===== src/rtl/mgpio_axil_if.sv =====
`default_nettype none
// ============================================================================
// Module      : mgpio_axil_if
// Description : AXI4-Lite bus bundle for the mgpio_axil GPIO controller.
// Revision    : 1.0 - initial release
// ============================================================================
interface mgpio_axil_if #(
    parameter int DW     = 32,
    parameter int ADDR_W = 6
);
    logic [ADDR_W-1:0] awaddr;
    logic [2:0]        awprot;
    logic              awvalid;
    logic              awready;
    logic [DW-1:0]     wdata;
    logic [DW/8-1:0]   wstrb;
    logic              wvalid;
    logic              wready;
    logic [1:0]        bresp;
    logic              bvalid;
    logic              bready;
    logic [ADDR_W-1:0] araddr;
    logic [2:0]        arprot;
    logic              arvalid;
    logic              arready;
    logic [DW-1:0]     rdata;
    logic [1:0]        rresp;
    logic              rvalid;
    logic              rready;

    modport master (
        output awaddr, awprot, awvalid, input awready,
        output wdata, wstrb, wvalid, input wready,
        input bresp, bvalid, output bready,
        output araddr, arprot, arvalid, input arready,
        input rdata, rresp, rvalid, output rready
    );

    modport slave (
        input awaddr, awprot, awvalid, output awready,
        input wdata, wstrb, wvalid, output wready,
        output bresp, bvalid, input bready,
        input araddr, arprot, arvalid, output arready,
        output rdata, rresp, rvalid, input rready
    );
endinterface
`default_nettype wire


===== src/rtl/mgpio_axil.sv =====
`default_nettype none
// ============================================================================
// Module      : mgpio_axil
// Description : AXI4-Lite GPIO controller, BANKS x DW pins, edge-detect W1C
//               status and a single level interrupt.
// Revision    : 1.0 - initial release
// ============================================================================
module mgpio_axil #(
    parameter int BANKS       = 1,
    parameter int DW          = 32,
    parameter int BANKS_WIDTH = (BANKS > 1) ? $clog2(BANKS) : 1,
    parameter int AB          = $clog2(DW / 8),
    parameter int ADDR_W      = AB + 3 + BANKS_WIDTH
) (
    input  wire logic                clk,
    input  wire logic                rst_n,
    mgpio_axil_if.slave              bus,
    input  wire logic [BANKS*DW-1:0] gpio_in,
    output logic      [BANKS*DW-1:0] gpio_out,
    output logic      [BANKS*DW-1:0] gpio_oe,
    output logic                     irq
);

    localparam int                   c_nb     = DW / 8;
    localparam int                   c_vw     = BANKS * DW;
    localparam logic [BANKS_WIDTH:0] c_banks  = (BANKS_WIDTH + 1)'(BANKS);
    localparam logic [1:0]           c_okay   = 2'b00;
    localparam logic [1:0]           c_slverr = 2'b10;

    logic                   r_rdy;
    logic                   r_aw_full;
    logic                   r_w_full;
    logic [ADDR_W-1:0]      r_aw_addr;
    logic [DW-1:0]          r_w_data;
    logic [c_nb-1:0]        r_w_strb;
    logic                   r_bvalid;
    logic [1:0]             r_bresp;
    logic                   r_rvalid;
    logic [1:0]             r_rresp;
    logic [DW-1:0]          r_rdata;
    logic                   r_irq;

    logic [c_vw-1:0]        r_sync1;
    logic [c_vw-1:0]        r_sync2;
    logic [c_vw-1:0]        r_prev;
    logic [c_vw-1:0]        r_out;
    logic [c_vw-1:0]        r_oe;
    logic [c_vw-1:0]        r_ie;
    logic [c_vw-1:0]        r_rise_en;
    logic [c_vw-1:0]        r_fall_en;
    logic [c_vw-1:0]        r_status;

    logic                   w_aw_hs;
    logic                   w_w_hs;
    logic                   w_ar_hs;
    logic                   w_commit;
    logic                   w_wen;
    logic [2:0]             w_wr_ri;
    logic [BANKS_WIDTH-1:0] w_wr_bk;
    logic                   w_wr_ok;
    logic [2:0]             w_rd_ri;
    logic [BANKS_WIDTH-1:0] w_rd_bk;
    logic                   w_rd_ok;
    logic [DW-1:0]          w_wmask;
    logic [DW-1:0]          w_rd_word;
    logic [c_vw-1:0]        w_clr;
    logic [c_vw-1:0]        w_rise;
    logic [c_vw-1:0]        w_fall;
    logic                   w_unused;

    function automatic logic [DW-1:0] f_merge(input logic [DW-1:0] old_v,
                                              input logic [DW-1:0] new_v,
                                              input logic [DW-1:0] mask);
        return (old_v & ~mask) | (new_v & mask);
    endfunction

    assign bus.awready = ~r_aw_full & r_rdy;
    assign bus.wready  = ~r_w_full & r_rdy;
    assign bus.arready = ~r_rvalid & r_rdy;
    assign bus.bvalid  = r_bvalid;
    assign bus.bresp   = r_bresp;
    assign bus.rvalid  = r_rvalid;
    assign bus.rresp   = r_rresp;
    assign bus.rdata   = r_rdata;

    assign gpio_out = r_out;
    assign gpio_oe  = r_oe;
    assign irq      = r_irq;

    assign w_aw_hs  = bus.awvalid & bus.awready;
    assign w_w_hs   = bus.wvalid & bus.wready;
    assign w_ar_hs  = bus.arvalid & bus.arready;
    assign w_commit = r_aw_full & r_w_full & ~r_bvalid;

    assign w_wr_ri = r_aw_addr[AB+2:AB];
    assign w_wr_bk = r_aw_addr[AB+3 +: BANKS_WIDTH];
    assign w_wr_ok = ({1'b0, w_wr_bk} < c_banks);
    assign w_wen   = w_commit & w_wr_ok;

    assign w_rd_ri = bus.araddr[AB+2:AB];
    assign w_rd_bk = bus.araddr[AB+3 +: BANKS_WIDTH];
    assign w_rd_ok = ({1'b0, w_rd_bk} < c_banks);

    // Protection bits and the byte-offset address bits carry no meaning here.
    assign w_unused = &{1'b0, bus.awprot, bus.arprot, r_aw_addr, bus.araddr};

    for (genvar i = 0; i < c_nb; i++) begin : g_wmask
        assign w_wmask[i*8 +: 8] = {8{r_w_strb[i]}};
    end

    assign w_rise = r_sync2 & ~r_prev & r_rise_en;
    assign w_fall = ~r_sync2 & r_prev & r_fall_en;

    always_comb begin
        w_clr = '0;
        for (int b = 0; b < BANKS; b++) begin
            if (w_wen && (w_wr_ri == 3'd6) && (w_wr_bk == BANKS_WIDTH'(b))) begin
                w_clr[b*DW +: DW] = r_w_data & w_wmask;
            end
        end
    end

    always_comb begin
        w_rd_word = '0;
        for (int b = 0; b < BANKS; b++) begin
            if (w_rd_ok && (w_rd_bk == BANKS_WIDTH'(b))) begin
                case (w_rd_ri)
                    3'd0:    w_rd_word = r_sync2[b*DW +: DW];
                    3'd1:    w_rd_word = r_out[b*DW +: DW];
                    3'd2:    w_rd_word = r_oe[b*DW +: DW];
                    3'd3:    w_rd_word = r_ie[b*DW +: DW];
                    3'd4:    w_rd_word = r_rise_en[b*DW +: DW];
                    3'd5:    w_rd_word = r_fall_en[b*DW +: DW];
                    3'd6:    w_rd_word = r_status[b*DW +: DW];
                    default: w_rd_word = '0;
                endcase
            end
        end
    end

    // Input synchroniser, edge history, status and interrupt.
    always_ff @(posedge clk or negedge rst_n) begin
        if (!rst_n) begin
            r_rdy    <= 1'b0;
            r_sync1  <= '0;
            r_sync2  <= '0;
            r_prev   <= '0;
            r_status <= '0;
            r_irq    <= 1'b0;
        end else begin
            r_rdy    <= 1'b1;
            r_sync1  <= gpio_in;
            r_sync2  <= r_sync1;
            r_prev   <= r_sync2;
            r_status <= (r_status & ~w_clr) | w_rise | w_fall;
            r_irq    <= |(r_status & r_ie);
        end
    end

    // Write channel: independent one-entry AW and W buffers, commit when both held.
    always_ff @(posedge clk or negedge rst_n) begin
        if (!rst_n) begin
            r_aw_full <= 1'b0;
            r_aw_addr <= '0;
            r_w_full  <= 1'b0;
            r_w_data  <= '0;
            r_w_strb  <= '0;
            r_bvalid  <= 1'b0;
            r_bresp   <= c_okay;
        end else begin
            if (w_aw_hs) begin
                r_aw_full <= 1'b1;
                r_aw_addr <= bus.awaddr;
            end else if (w_commit) begin
                r_aw_full <= 1'b0;
            end
            if (w_w_hs) begin
                r_w_full <= 1'b1;
                r_w_data <= bus.wdata;
                r_w_strb <= bus.wstrb;
            end else if (w_commit) begin
                r_w_full <= 1'b0;
            end
            if (r_bvalid && bus.bready) begin
                r_bvalid <= 1'b0;
            end else if (w_commit) begin
                r_bvalid <= 1'b1;
                r_bresp  <= w_wr_ok ? c_okay : c_slverr;
            end
        end
    end

    // Read channel samples registers before any same-edge commit.
    always_ff @(posedge clk or negedge rst_n) begin
        if (!rst_n) begin
            r_rvalid <= 1'b0;
            r_rresp  <= c_okay;
            r_rdata  <= '0;
        end else begin
            if (w_ar_hs) begin
                r_rvalid <= 1'b1;
                r_rresp  <= w_rd_ok ? c_okay : c_slverr;
                r_rdata  <= w_rd_word;
            end else if (r_rvalid && bus.rready) begin
                r_rvalid <= 1'b0;
            end
        end
    end

    always_ff @(posedge clk or negedge rst_n) begin
        if (!rst_n) begin
            r_out     <= '0;
            r_oe      <= '0;
            r_ie      <= '0;
            r_rise_en <= '0;
            r_fall_en <= '0;
        end else begin
            for (int b = 0; b < BANKS; b++) begin
                if (w_wen && (w_wr_bk == BANKS_WIDTH'(b))) begin
                    case (w_wr_ri)
                        3'd1: r_out[b*DW +: DW] <=
                            f_merge(r_out[b*DW +: DW], r_w_data, w_wmask);
                        3'd2: r_oe[b*DW +: DW] <=
                            f_merge(r_oe[b*DW +: DW], r_w_data, w_wmask);
                        3'd3: r_ie[b*DW +: DW] <=
                            f_merge(r_ie[b*DW +: DW], r_w_data, w_wmask);
                        3'd4: r_rise_en[b*DW +: DW] <=
                            f_merge(r_rise_en[b*DW +: DW], r_w_data, w_wmask);
                        3'd5: r_fall_en[b*DW +: DW] <=
                            f_merge(r_fall_en[b*DW +: DW], r_w_data, w_wmask);
                        default: ;
                    endcase
                end
            end
        end
    end

endmodule
`default_nettype wire


===== src/flat_wrapper.sv =====
// flat-port wrapper written by rule: the top's interface ports become plain ports
module mgpio_axil_flat 
#(
    parameter int BANKS       = 1,
    parameter int DW          = 32,
    parameter int BANKS_WIDTH = (BANKS > 1) ? $clog2(BANKS) : 1,
    parameter int AB          = $clog2(DW / 8),
    parameter int ADDR_W      = AB + 3 + BANKS_WIDTH
)
  (clk, rst_n, gpio_in, gpio_out, gpio_oe, irq, bus_awaddr, bus_awprot, bus_awvalid, bus_awready, bus_wdata, bus_wstrb, bus_wvalid, bus_wready, bus_bresp, bus_bvalid, bus_bready, bus_araddr, bus_arprot, bus_arvalid, bus_arready, bus_rdata, bus_rresp, bus_rvalid, bus_rready);
  mgpio_axil_if #(.DW(DW), .ADDR_W(ADDR_W)) bus_i ();
  input  wire logic clk;
  input  wire logic rst_n;
  input  wire logic [BANKS*DW-1:0] gpio_in;
  output logic      [BANKS*DW-1:0] gpio_out;
  output logic      [BANKS*DW-1:0] gpio_oe;
  output logic irq;
  input wire logic [$bits(bus_i.awaddr)-1:0] bus_awaddr;
  input wire logic [$bits(bus_i.awprot)-1:0] bus_awprot;
  input wire logic [$bits(bus_i.awvalid)-1:0] bus_awvalid;
  output wire logic [$bits(bus_i.awready)-1:0] bus_awready;
  input wire logic [$bits(bus_i.wdata)-1:0] bus_wdata;
  input wire logic [$bits(bus_i.wstrb)-1:0] bus_wstrb;
  input wire logic [$bits(bus_i.wvalid)-1:0] bus_wvalid;
  output wire logic [$bits(bus_i.wready)-1:0] bus_wready;
  output wire logic [$bits(bus_i.bresp)-1:0] bus_bresp;
  output wire logic [$bits(bus_i.bvalid)-1:0] bus_bvalid;
  input wire logic [$bits(bus_i.bready)-1:0] bus_bready;
  input wire logic [$bits(bus_i.araddr)-1:0] bus_araddr;
  input wire logic [$bits(bus_i.arprot)-1:0] bus_arprot;
  input wire logic [$bits(bus_i.arvalid)-1:0] bus_arvalid;
  output wire logic [$bits(bus_i.arready)-1:0] bus_arready;
  output wire logic [$bits(bus_i.rdata)-1:0] bus_rdata;
  output wire logic [$bits(bus_i.rresp)-1:0] bus_rresp;
  output wire logic [$bits(bus_i.rvalid)-1:0] bus_rvalid;
  input wire logic [$bits(bus_i.rready)-1:0] bus_rready;
  assign bus_i.awaddr = bus_awaddr;
  assign bus_i.awprot = bus_awprot;
  assign bus_i.awvalid = bus_awvalid;
  assign bus_awready = bus_i.awready;
  assign bus_i.wdata = bus_wdata;
  assign bus_i.wstrb = bus_wstrb;
  assign bus_i.wvalid = bus_wvalid;
  assign bus_wready = bus_i.wready;
  assign bus_bresp = bus_i.bresp;
  assign bus_bvalid = bus_i.bvalid;
  assign bus_i.bready = bus_bready;
  assign bus_i.araddr = bus_araddr;
  assign bus_i.arprot = bus_arprot;
  assign bus_i.arvalid = bus_arvalid;
  assign bus_arready = bus_i.arready;
  assign bus_rdata = bus_i.rdata;
  assign bus_rresp = bus_i.rresp;
  assign bus_rvalid = bus_i.rvalid;
  assign bus_i.rready = bus_rready;
  mgpio_axil #(.BANKS(BANKS), .DW(DW), .BANKS_WIDTH(BANKS_WIDTH), .AB(AB), .ADDR_W(ADDR_W)) u_core (.clk(clk), .rst_n(rst_n), .bus(bus_i), .gpio_in(gpio_in), .gpio_out(gpio_out), .gpio_oe(gpio_oe), .irq(irq));
endmodule

===== config.mk =====
export PLATFORM = sky130hd
export DESIGN_NAME = mgpio_axil_flat
export DESIGN_NICKNAME = d
export VERILOG_FILES = /design/src/rtl/mgpio_axil_if.sv /design/src/rtl/mgpio_axil.sv /design/src/flat_wrapper.sv
export SDC_FILE = /design/constraint.sdc
export NUM_CORES = 1
export LEC_CHECK = 0
export CORE_MARGIN = 2
export CORE_UTILIZATION = 50
export CTS_CLUSTER_DIAMETER = 120
export DETAILED_ROUTE_END_ITERATION = 8
export PLACE_DENSITY_LB_ADDON = 0.08
export SETUP_SLACK_MARGIN = 0.1
export SKIP_LAST_GASP = 1
export SLEW_MARGIN = 40
export SYNTH_ARGS = -nofsm -noshare
export SYNTH_HDL_FRONTEND = slang
export SYNTH_SLANG_ARGS = --single-unit
export TNS_END_PERCENT = 20

===== constraint.sdc =====
create_clock -name clk -period 1.6 [get_ports clk]
set_input_delay 0.16 -clock clk [delete_from_list [all_inputs] [get_ports clk]]
set_output_delay 0.16 -clock clk [all_outputs]
set_load 0.01 [all_outputs]

; After elaboration in Yosys (flattened, before gate mapping)
; Index checks and enable logic that the tools add are counted.
[op_classes]
order_cmp = 2
eq_ne = 12
muxes = 12
n_bitwise = 39
reduce_logical = 18
[op_table]
columns = op, n
row1 = $and A32 B32 Y32, 12
row2 = $or A32 B32 Y32, 7
row3 = $pmux W32 S7, 1
row4 = $not A32 Y32, 4
row5 = $mux W32, 2
row6 = $reduce_or A32 Y1, 1
row7 = $eq A3 B3 Y1 const B, 6
row8 = $eq A3 B2 Y1 const B, 4
row9 = $reduce_and A2 Y1, 6
row10 = $and A1 B1 Y1, 9
row11 = $reduce_bool A2 Y1, 4
row12 = $mux W1, 7
row13 = $not A1 Y1, 7
row14 = $eq A3 B1 Y1 const B, 2
row15 = $logic_and A1 B1 Y1, 6
row16 = $mux W2, 2
row17 = $logic_not A3 Y1, 1
row18 = $lt A1 B1 Y1 const B, 2
[totals]
register_bits = 372
in_bits = 93
output_inout_bits = 106
wordCells = 104

; Longest topological paths before layout
[logic_depth]
depth_word = 10
mapped_depth = 7
mapped_depth_nobuf = 4

; Worst setup path before layout
; Ideal clock, no wire load.
[synth_path]
path_kind = register -> register
from = register u_core.r_bvalid, in the netlist u_core.bus.bvalid
to = register with a tool-made name
setup_ns = 0.125
arrival_time_ns = 1.706
t_required_ns = 1.475
slack_ns = -0.231
stages_incl_launch_ff = 7
n_path_buf = 2
period_less_slack_ns = 1.831
path_cell_list = dfrtp_1 and4bb_4 and2b_4 buf_8 and4_4 buf_12 mux2_4
[synth_rtl]
columns = item, line_no
row1 = start: declaration, mgpio_axil.sv:36  ; logic r_bvalid;
row2 = start signal: assignment, mgpio_axil.sv:168  ; r_bvalid <= 1'b0;
row3 = start signal: assignment, mgpio_axil.sv:185  ; r_bvalid <= 1'b0;
row4 = start signal: assignment, mgpio_axil.sv:187  ; r_bvalid <= 1'b1;

==> flow_metrics.tcl <==
set metrics [dict create \
    status "complete, but fails checks" \
    violations "negative setup slack" \
    drt_iter0_markers 728 \
    synth-edff-count 0 \
    max_cap_violations 0 \
    power.density_mw_per_mm2 1610 \
    cts_root_buffer "clkbuf_16" \
    holdWs_ns 0.0789 \
    fmax_mhz 547 \
    synth_cell_types 52 \
    period_minus_slack_ns 1.83 \
    tritoncts "done" \
    fin_tns_setup_ns -27.56 \
    remaining_drc_errors 0 \
    grt_max_degree 81 \
    rows 63 \
    syn_inst 1077 \
    rsz0062_at_grt "true" \
    clk_latency_ns 0.52 \
    grt_overflow 0 \
    clock_skew_ns 0.0115 \
    layout_setup_ws_ns -0.229 \
    htreeDepth 2 \
    io_pins 199 \
    fin_nets 1430 \
    post_drt_wl_per_cell_um 22.5 \
    cp_cell_sequence "and4bb_4, and2b_4, and4b_1, buf_12, mux2_4" \
    ant_nets 0 \
    final_cells 1757 \
    cts_buffers 39 \
    chipWidth_um 178 \
    core_sq_mm 0.0297 \
    worstSetupPathType "reg -> reg" \
    synth_ff_type "dfrtp_1" \
    timing.final.crit_share_pct 114 \
    gp_congestion 0.817 \
    peakVddDrop_mv 0.923 \
    yosys_warnings 0 \
    layout_common_cells "368 x dfrtp_1, 180 x clkdlybuf4s50_1, 163 x mux2_2" \
    cp_slowest_cell "dfrtp_1" \
    cp.arrival_ns 2.23 \
    power_leakage_nw 8.84 \
    syn2layout_area_growth_pct 30.8 \
    place_ws_ns -0.329 \
    syn_area_sq_mm 0.0151 \
    hold_viol 0 \
    finalSetupViolCount 244 \
    grt_pass1_wl_um 62000 \
    drt-total-wl_um 39600 \
    drv_slew 0 \
    cp-end-kind "flop" \
    cp_data_required_time_ns 2.00 \
    drive_above_1_share_pct 27.7 \
    vias_per_cell 5.74 \
    avgSynthCellArea_sq_um 14.0 \
    startpoint_type "flop" \
    antenna_found_initial 1 \
    grt_use_total_pct 26.0 \
    critPathMaxFanout 8 \
    slowest_delay_ns 0.38 \
    synthArstFlopShare_pct 100 \
    vias 10100 \
    ys_seq_area_share_pct 61.0 \
    dp_hpwl_um 27200 \
    die-area_sq_mm 0.0316 \
    dieHeight_um 178 \
    clk_pin_slew_ns 0.06 \
    min_path_type "in -> reg" \
    placed_cells 1684 \
    final_common_cell "dfrtp_1" \
    cts.sinks 368 \
    io_buffers 186 \
    p_total_w 0.0317 \
    ys_ff_latch 368 \
    dr.pass1.iters 5 \
    antennaDiodeCount 0 \
    cts_max_path_buffers 3 \
    initial_core_util_pct 50.8 \
    grt_pass1_vias 10300 \
]
==> cell usage after synthesis (2+ instances only) <==
cell type	n	area, sq um
mux2i_1	36	360
nand4_1	4	25.0
and4_1	6	52.6
mux2_1	7	78.8
and3b_1	3	26.3
nand3_2	12	120
a21o_1	32	240
clkbuf_1	24	90.1
a2bb2oi_1	19	166
buf_6	4	45.0
o21a_1	9	67.6
o32ai_1	8	70.1
nand2b_1	3	18.8
nand3b_1	37	278
conb_1	2	7.51
o31ai_1	4	30.0
a22o_1	28	245
dfrtp_1	368	9210
a22oi_1	72	541
o211ai_1	28	210
mux2_2	179	2020
mux2_4	16	240
nor2b_1	4	25.0
inv_1	11	41.3
nand2_2	2	12.5
nand3_1	6	30.0
buf_4	4	30.0
a211oi_1	4	30.0
nand2_1	66	248
o21ai_0	35	175
and2b_1	2	15.0
buf_2	22	110
==> area by class of cell <==
| class | count | area (sq um) |
|---|---|---|
| tap | 390 | 488 |
| clock inverter | 13 | 190 |
| inverter | 11 | 41.3 |
| clock buffer | 58 | 1220 |
| timing repair buffer | 275 | 2950 |
| multi-input combinational | 642 | 5630 |
| fill | 2263 | 9990 |
| sequential | 368 | 9210 |
==> routing by layer <==
metal	wire, um	part of all wire, %	track usage (%)	vias to the layer above
met5	0	0	0	-
met4	625	1.6	6.28	0
met3	2080	5.3	4.33	52
met2	18500	47	39.6	296
met1	18400	47	39.0	5192
li1	-	-	-	4538
==> critical path: cells and delay by family, from the launching register on <==
family / cells / cell delay [ns]
buffers and inverters: 1 / 0.16
flip-flops: 1 / 0.38
multiplexers: 1 / 0.30
AND/OR/NAND/NOR: 3 / 0.85
==> per-stage QoR <==
step,area (sq um),util [%]
global placement,18300,61.5
global route,19700,66.4
detailed placement,18300,61.5
finish,19700,66.4
CTS,19700,66.3
floorplan,15200,-
==> cell families (layout without fill, tap and decap cells) <==
logic type	count (synthesis)	after routing	synth area share (%)
compound gates	243	243	12.1
buf+inv	68	357	2.35
flops	368	368	61.0
mux	238	238	17.9
other cells	2	3	0.0498
simple gates	158	158	6.63
==> path summary, 6_finish.rpt <==
kind                               startpoint             endpoint  slack [ns]  depth (start not counted)
hold / removal                     gpio_in[3]    u_core.r_sync1[3]        0.08                          1
max in group asynchronous               rst_n  u_core.r_w_data[23]        0.76                          4
setup reg to reg            u_core.bus.bvalid                 flop       -0.23                          5
setup / recovery            u_core.bus.bvalid                 flop       -0.23                          5
min in group asynchronous               rst_n            async pin        0.12                          2
hold reg to reg            u_core.r_sync1[30]   u_core.r_sync2[30]        0.34                          0
==> power breakdown <==
part           total [W]  internal (W)  switching, W
Clock            0.00969       0.00607       0.00361
Sequential        0.0148        0.0118       0.00298
Combinational    0.00723       0.00449       0.00274
==> what timing repair did <==
action / 4_1_cts / 5_1_grt
resized for setup: 11 / 5
hold buffers: 1 / 0
endpoints found under the hold margin: 260 / 0
pin swaps: 1 / 1
buffers inserted: 1 / 1
endpoints found under the setup margin: 330 / 367
Power figures use the tool's default switching activity.
